==> src/rtl/mips_pkg.sv <==
// Shared definitions for the MIPS fetch stage: FSM state type, opcodes and
// instruction field positions.
package mips_pkg;

    typedef enum logic [1:0] {
        FETCH_IDLE = 2'd0,
        FETCH_RUN  = 2'd1,
        FETCH_HALT = 2'd2
    } fetch_state_e;

    localparam logic [5:0] OP_RTYPE = 6'b000000;
    localparam logic [5:0] OP_LW    = 6'b100011;
    localparam logic [5:0] OP_SW    = 6'b101011;
    localparam logic [5:0] OP_BEQ   = 6'b000100;

    localparam int OP_MSB    = 31;
    localparam int OP_LSB    = 26;
    localparam int RS_MSB    = 25;
    localparam int RS_LSB    = 21;
    localparam int RT_MSB    = 20;
    localparam int RT_LSB    = 16;
    localparam int RD_MSB    = 15;
    localparam int RD_LSB    = 11;
    localparam int IMM_MSB   = 15;
    localparam int IMM_LSB   = 0;
    localparam int FUNCT_MSB = 5;
    localparam int FUNCT_LSB = 0;

    // Byte offset of a branch: sign-extended word offset shifted left by two.
    function automatic logic [31:0] branch_offset(input logic [15:0] imm);
        return {{14{imm[15]}}, imm, 2'b00};
    endfunction

endpackage

==> src/rtl/instr_fetch_imem.sv <==
// Instruction memory: one synchronous write port for program load and one
// combinational read port for the single-cycle fetch path.
module imem
    import mips_pkg::*;
#(
    parameter int DEPTH = 64
) (
    input  logic                     clk,
    input  logic                     we,
    input  logic [$clog2(DEPTH)-1:0] waddr,
    input  logic [31:0]              wdata,
    input  logic [$clog2(DEPTH)-1:0] raddr,
    output logic [31:0]              rdata
);

    // Deliberately no reset: a loaded program must survive rst_n.
    logic [31:0] mem_q [DEPTH];

    always_ff @(posedge clk) begin
        if (we) begin
            mem_q[waddr] <= wdata;
        end
    end

    assign rdata = mem_q[raddr];

endmodule

==> src/rtl/instr_fetch.sv <==
// Single-cycle instruction fetch: program-load/run/halt sequencing, PC
// register with BEQ next-PC logic, and instruction field decode.
//
//   state      | meaning
//   -----------+-----------------------------------------------------------
//   FETCH_IDLE | after reset; program may be loaded; run pulse starts fetch
//   FETCH_RUN  | fetching one instruction per cycle from pc
//   FETCH_HALT | pc ran past the end of memory; left only through reset
module instr_fetch
    import mips_pkg::*;
#(
    parameter int          IMEM_DEPTH = 64,
    parameter logic [31:0] RESET_PC   = 32'h0000_0000
) (
    input  logic                          clk,
    input  logic                          rst_n,
    input  logic                          load_en,
    input  logic [$clog2(IMEM_DEPTH)-1:0] load_addr,
    input  logic [31:0]                   load_data,
    input  logic                          run,
    input  logic                          branch,
    input  logic                          zero,
    output logic [31:0]                   instr,
    output logic                          instr_valid,
    output logic [5:0]                    op,
    output logic [5:0]                    funct,
    output logic [4:0]                    rs,
    output logic [4:0]                    rt,
    output logic [4:0]                    rd,
    output logic [15:0]                   imm,
    output logic [31:0]                   pc,
    output logic [31:0]                   pc_plus4,
    output logic                          halted
);

    localparam int          AW          = $clog2(IMEM_DEPTH);
    localparam logic [29:0] DEPTH_WORDS = 30'(IMEM_DEPTH);

    fetch_state_e state_q, state_d;
    logic [31:0]  pc_q, pc_d;
    logic [31:0]  rdata;
    logic [31:0]  branch_target;
    logic         in_range;
    logic         imem_we;

    assign in_range      = pc_q[31:2] < DEPTH_WORDS;
    assign imem_we       = load_en && (state_q == FETCH_IDLE);
    assign pc_plus4      = pc_q + 32'd4;
    assign branch_target = pc_plus4 + branch_offset(rdata[IMM_MSB:IMM_LSB]);
    assign pc            = pc_q;

    imem #(
        .DEPTH (IMEM_DEPTH)
    ) u_imem (
        .clk   (clk),
        .we    (imem_we),
        .waddr (load_addr),
        .wdata (load_data),
        .raddr (pc_q[AW+1:2]),
        .rdata (rdata)
    );

    always_ff @(posedge clk) begin
        if (!rst_n) begin
            state_q <= FETCH_IDLE;
            pc_q    <= RESET_PC;
        end else begin
            state_q <= state_d;
            pc_q    <= pc_d;
        end
    end

    always_comb begin
        state_d = state_q;
        pc_d    = pc_q;
        case (state_q)
            FETCH_IDLE: begin
                if (run) begin
                    state_d = FETCH_RUN;
                end
            end
            FETCH_RUN: begin
                if (!in_range) begin
                    state_d = FETCH_HALT;
                end else if (branch && zero) begin
                    pc_d = branch_target;
                end else begin
                    pc_d = pc_plus4;
                end
            end
            FETCH_HALT: state_d = FETCH_HALT;
            default:    state_d = FETCH_IDLE;
        endcase
    end

    always_comb begin
        instr_valid = (state_q == FETCH_RUN) && in_range;
        halted      = (state_q == FETCH_HALT);
        instr       = instr_valid ? rdata : 32'h0;
    end

    assign op    = instr[OP_MSB:OP_LSB];
    assign rs    = instr[RS_MSB:RS_LSB];
    assign rt    = instr[RT_MSB:RT_LSB];
    assign rd    = instr[RD_MSB:RD_LSB];
    assign imm   = instr[IMM_MSB:IMM_LSB];
    assign funct = instr[FUNCT_MSB:FUNCT_LSB];

endmodule

==> config.mk <==
export PLATFORM = sky130hd
export DESIGN_NAME = instr_fetch
export DESIGN_NICKNAME = d
export VERILOG_FILES = /design/src/rtl/mips_pkg.sv /design/src/rtl/instr_fetch_imem.sv /design/src/rtl/instr_fetch.sv
export SDC_FILE = /design/constraint.sdc
export NUM_CORES = 2
export LEC_CHECK = 0
export CAP_MARGIN = 40
export CORE_MARGIN = 4
export CORE_UTILIZATION = 50
export DETAILED_ROUTE_END_ITERATION = 10
export GPL_TIMING_DRIVEN = 1
export PLACE_DENSITY = 0.64
export SLEW_MARGIN = 20
export SYNTH_ARGS = -nofsm -noshare
export SYNTH_HDL_FRONTEND = slang
export SYNTH_SLANG_ARGS = --single-unit
==> constraint.sdc <==
create_clock -name clk -period 6.1 [get_ports clk]
set_input_delay 1.22 -clock clk [delete_from_list [all_inputs] [get_ports clk]]
set_output_delay 1.22 -clock clk [all_outputs]
set_load 0.02 [all_outputs]
======== After elaboration in Yosys (flattened, before gate mapping) ========
Memory sizes are Yosys's and may differ from the RTL's. A register that Yosys moved wholly into a read port is not among the register bits.
Cells that the tools add are included.
Widths: inputs -> output; s select.
storage, ports and cells
  register bits ........................... 34
  bits in latches ......................... 0
  RAM bits ................................ 2048
  memory bits (read-only) ................. 0
  input bits .............................. 44
  output and inout port bits .............. 141
  word-level logic and storage cells ...... 25
  memories kept ........................... 1
cells by class
  add/sub/neg operators ................... 2
  multiply operators ...................... 0
  divide/modulo/power cells ............... 0
  order comparisons ....................... 1
  equality and inequality tests ........... 4
  shifts and indexed selects .............. 0
  multiplexer cells ....................... 9
  bitwise logic cells ..................... 0
  reductions and logical operators ........ 6
memories
  memory        words  width  rd ports  clocked after Yosys merged registers in  wr ports  RTL line                text
  u_imem.mem_q  64     32     1         1                                        1         instr_fetch_imem.sv:17  logic [31:0] mem_q [DEPTH];
operators with widths
  operator               number
  $mux 32                2
  $add 32x3->32 const B  1
  $add 32x32->32         1
  $lt 30x7->1 const B    1
  $mux 6                 2
  $pmux 2 s3             1
  $mux 2                 2
  $ne 2x2->1 const B     2
  $reduce_and 2->1       2
  $logic_and 1x1->1      3
  $eq 2x1->1 const B     1
  $eq 2x2->1 const B     1
  $logic_not 2->1        1
  $mux 1                 2

======== Logic depth before layout (Yosys ltp) ========
  depth in word-level cells ............... 5
  gate-level depth with buffers ........... 19

======== Hierarchy ========
A second synthesis with hierarchy kept.
unflattened totals
  cells, all modules ...................... 3851
  area, all modules ....................... 82031.2 um2
by module, submodules not included
  module       instances  cells each  area each (um2)  seq. area each (um2)
  imem         1          3292        77874.7          61499.0
  instr_fetch  1          559         4156.5           640.6

======== Worst setup path after synthesis ========
OpenSTA, ideal clock, no wires.
  kind .................................... register -> register
  from .................................... register with a tool-made name
  to ...................................... register pc_q[28] (netlist: pc[28])
  library setup time ...................... 0.062 ns
  arrival time ............................ 4.686 ns
  required time ........................... 6.038 ns
  slack ................................... 1.352 ns
  stages on the path, launching flop included .. 19
  path buffers ............................ 3
  period minus slack after synthesis ...... 4.748 ns
  path through ............................ dfxtp_1 -> buf_2 -> buf_2 -> buf_2 -> mux4_2 -> mux4_2 -> mux2_2 -> nand2_1 -> o21ai_1 -> ha_1 -> fa_1 -> a211oi_1 -> o211ai_1 -> a41oi_1 -> nor4_1 -> o21ai_1 -> o21ai_0 -> or4b_1 -> nand3_1
RTL lines
  what                  RTL line           text
  to (signal assigned)  instr_fetch.sv:69  pc_q <= pc_d;
  to (decl)             instr_fetch.sv:40  logic [31:0] pc_q, pc_d;

==> parameters.txt <==
Parameter                              Value

Outcome
  Run status    finished clean

Worst setup path
  Worst EP required    4.88 ns
  Most repeated library cell on the critical path    sky130_fd_sc_hd__mux4_2
  Crit. End Element    output pin
  Data arrival time at the worst-slack endpoint    4.72 ns
  Critical-path cell list    buf_12 -> buf_4 -> buf_6 -> mux4_2 -> mux4_2 -> mux4_2 -> nor2b_1 -> clkdlybuf4s50_1
  Reg2reg setup slack    0.75 ns
  Crit-path slowest cell    sky130_fd_sc_hd__dfxtp_4
  Max incr delay on CP    0.62 ns
  Crit Path Max Fanout    34
  Sort of element at the start of the critical path    register
  Critical path start-end classification    reg2out

Global routing
  Global-route wire length before repair    315000 um
  Global routing usage summed across all routing layers    26.8%
  Total global routing overflow    0
  Pin count of the biggest net entering global routing    69
  Number of antenna violations at the first check in global routing    11
  Vias in the first global route    40100

Route
  DRC violations left    0
  Routed vias    40600
  Wire length reported by the detailed router    226000 um
  Average wire per cell in the routed design    36.1 um
  Post-DRT Antenna Nets    0
  Iteration-0 DRC Markers    6021
  Post-detailed-route via-to-cell ratio    6.50
  Count of TritonRoute iterations in the first routing pass    5

Power
  Worst supply voltage drop on vdd    0.329 mV
  Pwr dens    410 mW/mm2
  LEAKAGE    0.0288 uW

STA
  Final critical-path share of the clock period    97.4%
  Worst relative slew slack    41.5%
  Crit path setup slack, layout    0.158 ns
  Final setup violation count    0
  Worst slew pin tran    0.876 ns
  Final Hold Viols    0
  Setup repair after global routing missed its margin    no
  Maximum clock frequency    0.168 GHz
  Final Slew Violations    0
  Fin Clk Skew    0.0488 ns
  Crit path time final    5.94 ns
  Final sum of negative setup slack    0 ns

Clock network
  Number of buffers created by CTS    205
  Maximum count of clock buffers along a single path    3
  Worst-Skew Late Latency    0.83 ns
  Reg clk slew, reported paths    0.06 ns
  Number of sinks on the clock net    2086
  TritonCTS clock tree    yes
  H-tree level count    4
  Clock root buffer    sky130_fd_sc_hd__clkbuf_16
  Hold-fix buffers, CTS    0

Cells and area
  Sequential cell area in the final layout    0.0623 mm2
  Count of fill cells added during filler insertion    11400
  Footprint of the multi-input gates    0.0187 mm2
  Ratio of cells with drive above 1 in the final layout    30.9%
  Final standard cell area without fillers    0.0950 mm2
  Number of non-filler instances in the completed layout    6241
  Area growth from synthesis to layout    16.4%
  Final nets    3993

Logic synthesis
  Synth Area per Inst    23.1 um2
  Number of register bits inferred by synthesis    2086
  Proportion of register bits with asynchronous set or reset after synthesis    0%
  Syn. warnings    0
  Netlist cell types    55
  Sequential area share after synthesis    76.3%
  Count of flip-flops with a built-in enable after synthesis    2048
  Most used flip-flop cell after synthesis    sky130_fd_sc_hd__edfxtp_1
  Netlist area before placement    0.0816 mm2
  Cell count after synthesis    3527

Floorplan
  Die outline area    0.170 mm2
  DIE WIDTH    412 um
  Core Footprint    0.161 mm2
  Standard-cell row count    147
  Die boundary height    412 um
  I/O pin cnt    185
  Starting utilization of the core area    50.6%

Place
  Input/output buffers    180
  Number of placed cells counting well taps    5858
  Dpl ws    0.597 ns
  Cell Area, Placed    0.0882 mm2
  Final weighted congestion in routability-driven placement    0.842
  DP HPWL    133000 um

Min path
  Worst hold-check path type    reg2reg

Run
  Max-capacitance violation count    0
## cells in the mapped netlist (all sizes together) (3+ instances only)
master	n	area, um2
a211oi	8	60.1
a21boi	3	22.5
a21o	11	82.6
a21oi	45	225
a22oi	8	60.1
and2	12	75.1
and3	9	56.3
and4	5	43.8
buf	131	767
clkbuf	85	319
dfxtp	38	761
edfxtp	2048	61500
ha	34	425
inv	14	52.6
mux2	7	78.8
mux2i	13	130
mux4	658	14800
nand2	73	274
nand3	26	130
nand3b	3	22.5
nand4	6	37.5
nor2	115	432
nor2b	29	181
nor3	7	35.0
nor4	5	31.3
o211ai	6	45.0
o21ai	44	220
o21bai	4	30.0
or3	4	25.0
xnor2	36	315
xor2	12	105
## final timing paths
check	start	to	cells after the start
hold reg to reg	pc[31]	pc[31]	2
setup reg to reg	register	pc[19]	15
hold / removal	pc[31]	pc[31]	2
setup / recovery	register	instr[27]	8
## cells by family (layout without fill, tap and decap cells)
kind of cell,Yosys count,count (layout),synth area share (%)
other,1,5,0.00460
multiplexers,678,678,18.4
AO/OA/AOI/OAI,144,144,1.06
AND/OR/NAND/NOR,305,305,1.75
XOR/XNOR,48,48,0.515
adder cells (fa/ha/maj),35,35,0.546
buffers and inverters,230,780,1.40
flip-flops,2086,2086,76.3
## per-layer routing
layer | track usage [%] | wire length [um]
met2 | 42.1 | 109000
met3 | 4.91 | 21400
met4 | 7.13 | 6240
met5 | 0 | 21
met1 | 39.2 | 88900
## layout by cell type (no fill, tap or decap), types with 7 or more instances in the layout
cell / count
sky130_fd_sc_hd__edfxtp_1: 2048
sky130_fd_sc_hd__xor2_1: 12
sky130_fd_sc_hd__a211oi_1: 8
sky130_fd_sc_hd__buf_12: 76
sky130_fd_sc_hd__nor3_1: 7
sky130_fd_sc_hd__ha_1: 34
sky130_fd_sc_hd__clkbuf_1: 53
sky130_fd_sc_hd__nand3_1: 26
sky130_fd_sc_hd__buf_6: 8
sky130_fd_sc_hd__mux2i_1: 13
sky130_fd_sc_hd__clkdlybuf4s50_1: 149
sky130_fd_sc_hd__a21o_1: 11
sky130_fd_sc_hd__o21ai_1: 8
sky130_fd_sc_hd__nand2_1: 73
sky130_fd_sc_hd__bufinv_16: 14
sky130_fd_sc_hd__and3_1: 9
sky130_fd_sc_hd__xnor2_1: 36
sky130_fd_sc_hd__buf_2: 30
sky130_fd_sc_hd__nor2_4: 64
sky130_fd_sc_hd__clkinv_2: 34
sky130_fd_sc_hd__o21ai_0: 36
sky130_fd_sc_hd__dfxtp_1: 32
sky130_fd_sc_hd__nor2b_1: 29
sky130_fd_sc_hd__a21oi_1: 44
sky130_fd_sc_hd__buf_4: 99
sky130_fd_sc_hd__a22oi_1: 8
sky130_fd_sc_hd__nor2_1: 51
sky130_fd_sc_hd__clkinv_1: 42
sky130_fd_sc_hd__inv_1: 14
sky130_fd_sc_hd__buf_16: 21
sky130_fd_sc_hd__clkbuf_16: 211
sky130_fd_sc_hd__and2_1: 12
sky130_fd_sc_hd__mux4_2: 658
sky130_fd_sc_hd__mux2_2: 7
## layout make-up
| class | instances | share of cell area (%) |
|---|---|---|
| Timing Repair Buffer | 393 | 4.98 |
| Inverter | 14 | 0.0553 |
| Clock buffer | 266 | 5.77 |
| Clock inverter | 107 | 1.10 |
| Tap cell | 2160 | 2.85 |
| Sequential cell | 2086 | 65.6 |
| Antenna cell | 1 | 0.00263 |
| Multi-Input combinational cell | 1214 | 19.7 |
## registers in the layout, indices dropped and copies added, names as in the netlist, named ones only
register / cells
pc: 30
u_imem.mem_q: 2048
state_q: 2
## timing repair
action                     in CTS  in global routing
gates resized for setup         6                  5
gates cloned                    0                  2
setup endpoints to repair      29                 19
setup buffers                   2                  0
## per-stage QoR
stage	util [%]	power, uW	hold WS (ns)
after floorplan	-	23300	0.490
after global placement	54.1	26700	0.504
after detailed placement	54.7	26800	0.502
after CTS	58.8	39100	0.510
after global routing	58.9	40300	0.546
final	58.9	38900	0.512
## where the power goes
| group | leakage, uW | switching (uW) | internal (uW) |
|---|---|---|---|
| clock | 0.00318 | 5370 | 6940 |
| sequential | 0.0187 | 325 | 15900 |
| combinational | 0.00692 | 5430 | 4970 |
| total | 0.0288 | 11100 | 27800 |
## worst max-delay path, delay by kind of cell, from the launching register on
kind	cells	cell delay, ns
buf+inv	4	1.57
simple gates	1	0.18
flops	1	0.62
mux	3	1.44
Power figures use the tool's default switching activity.
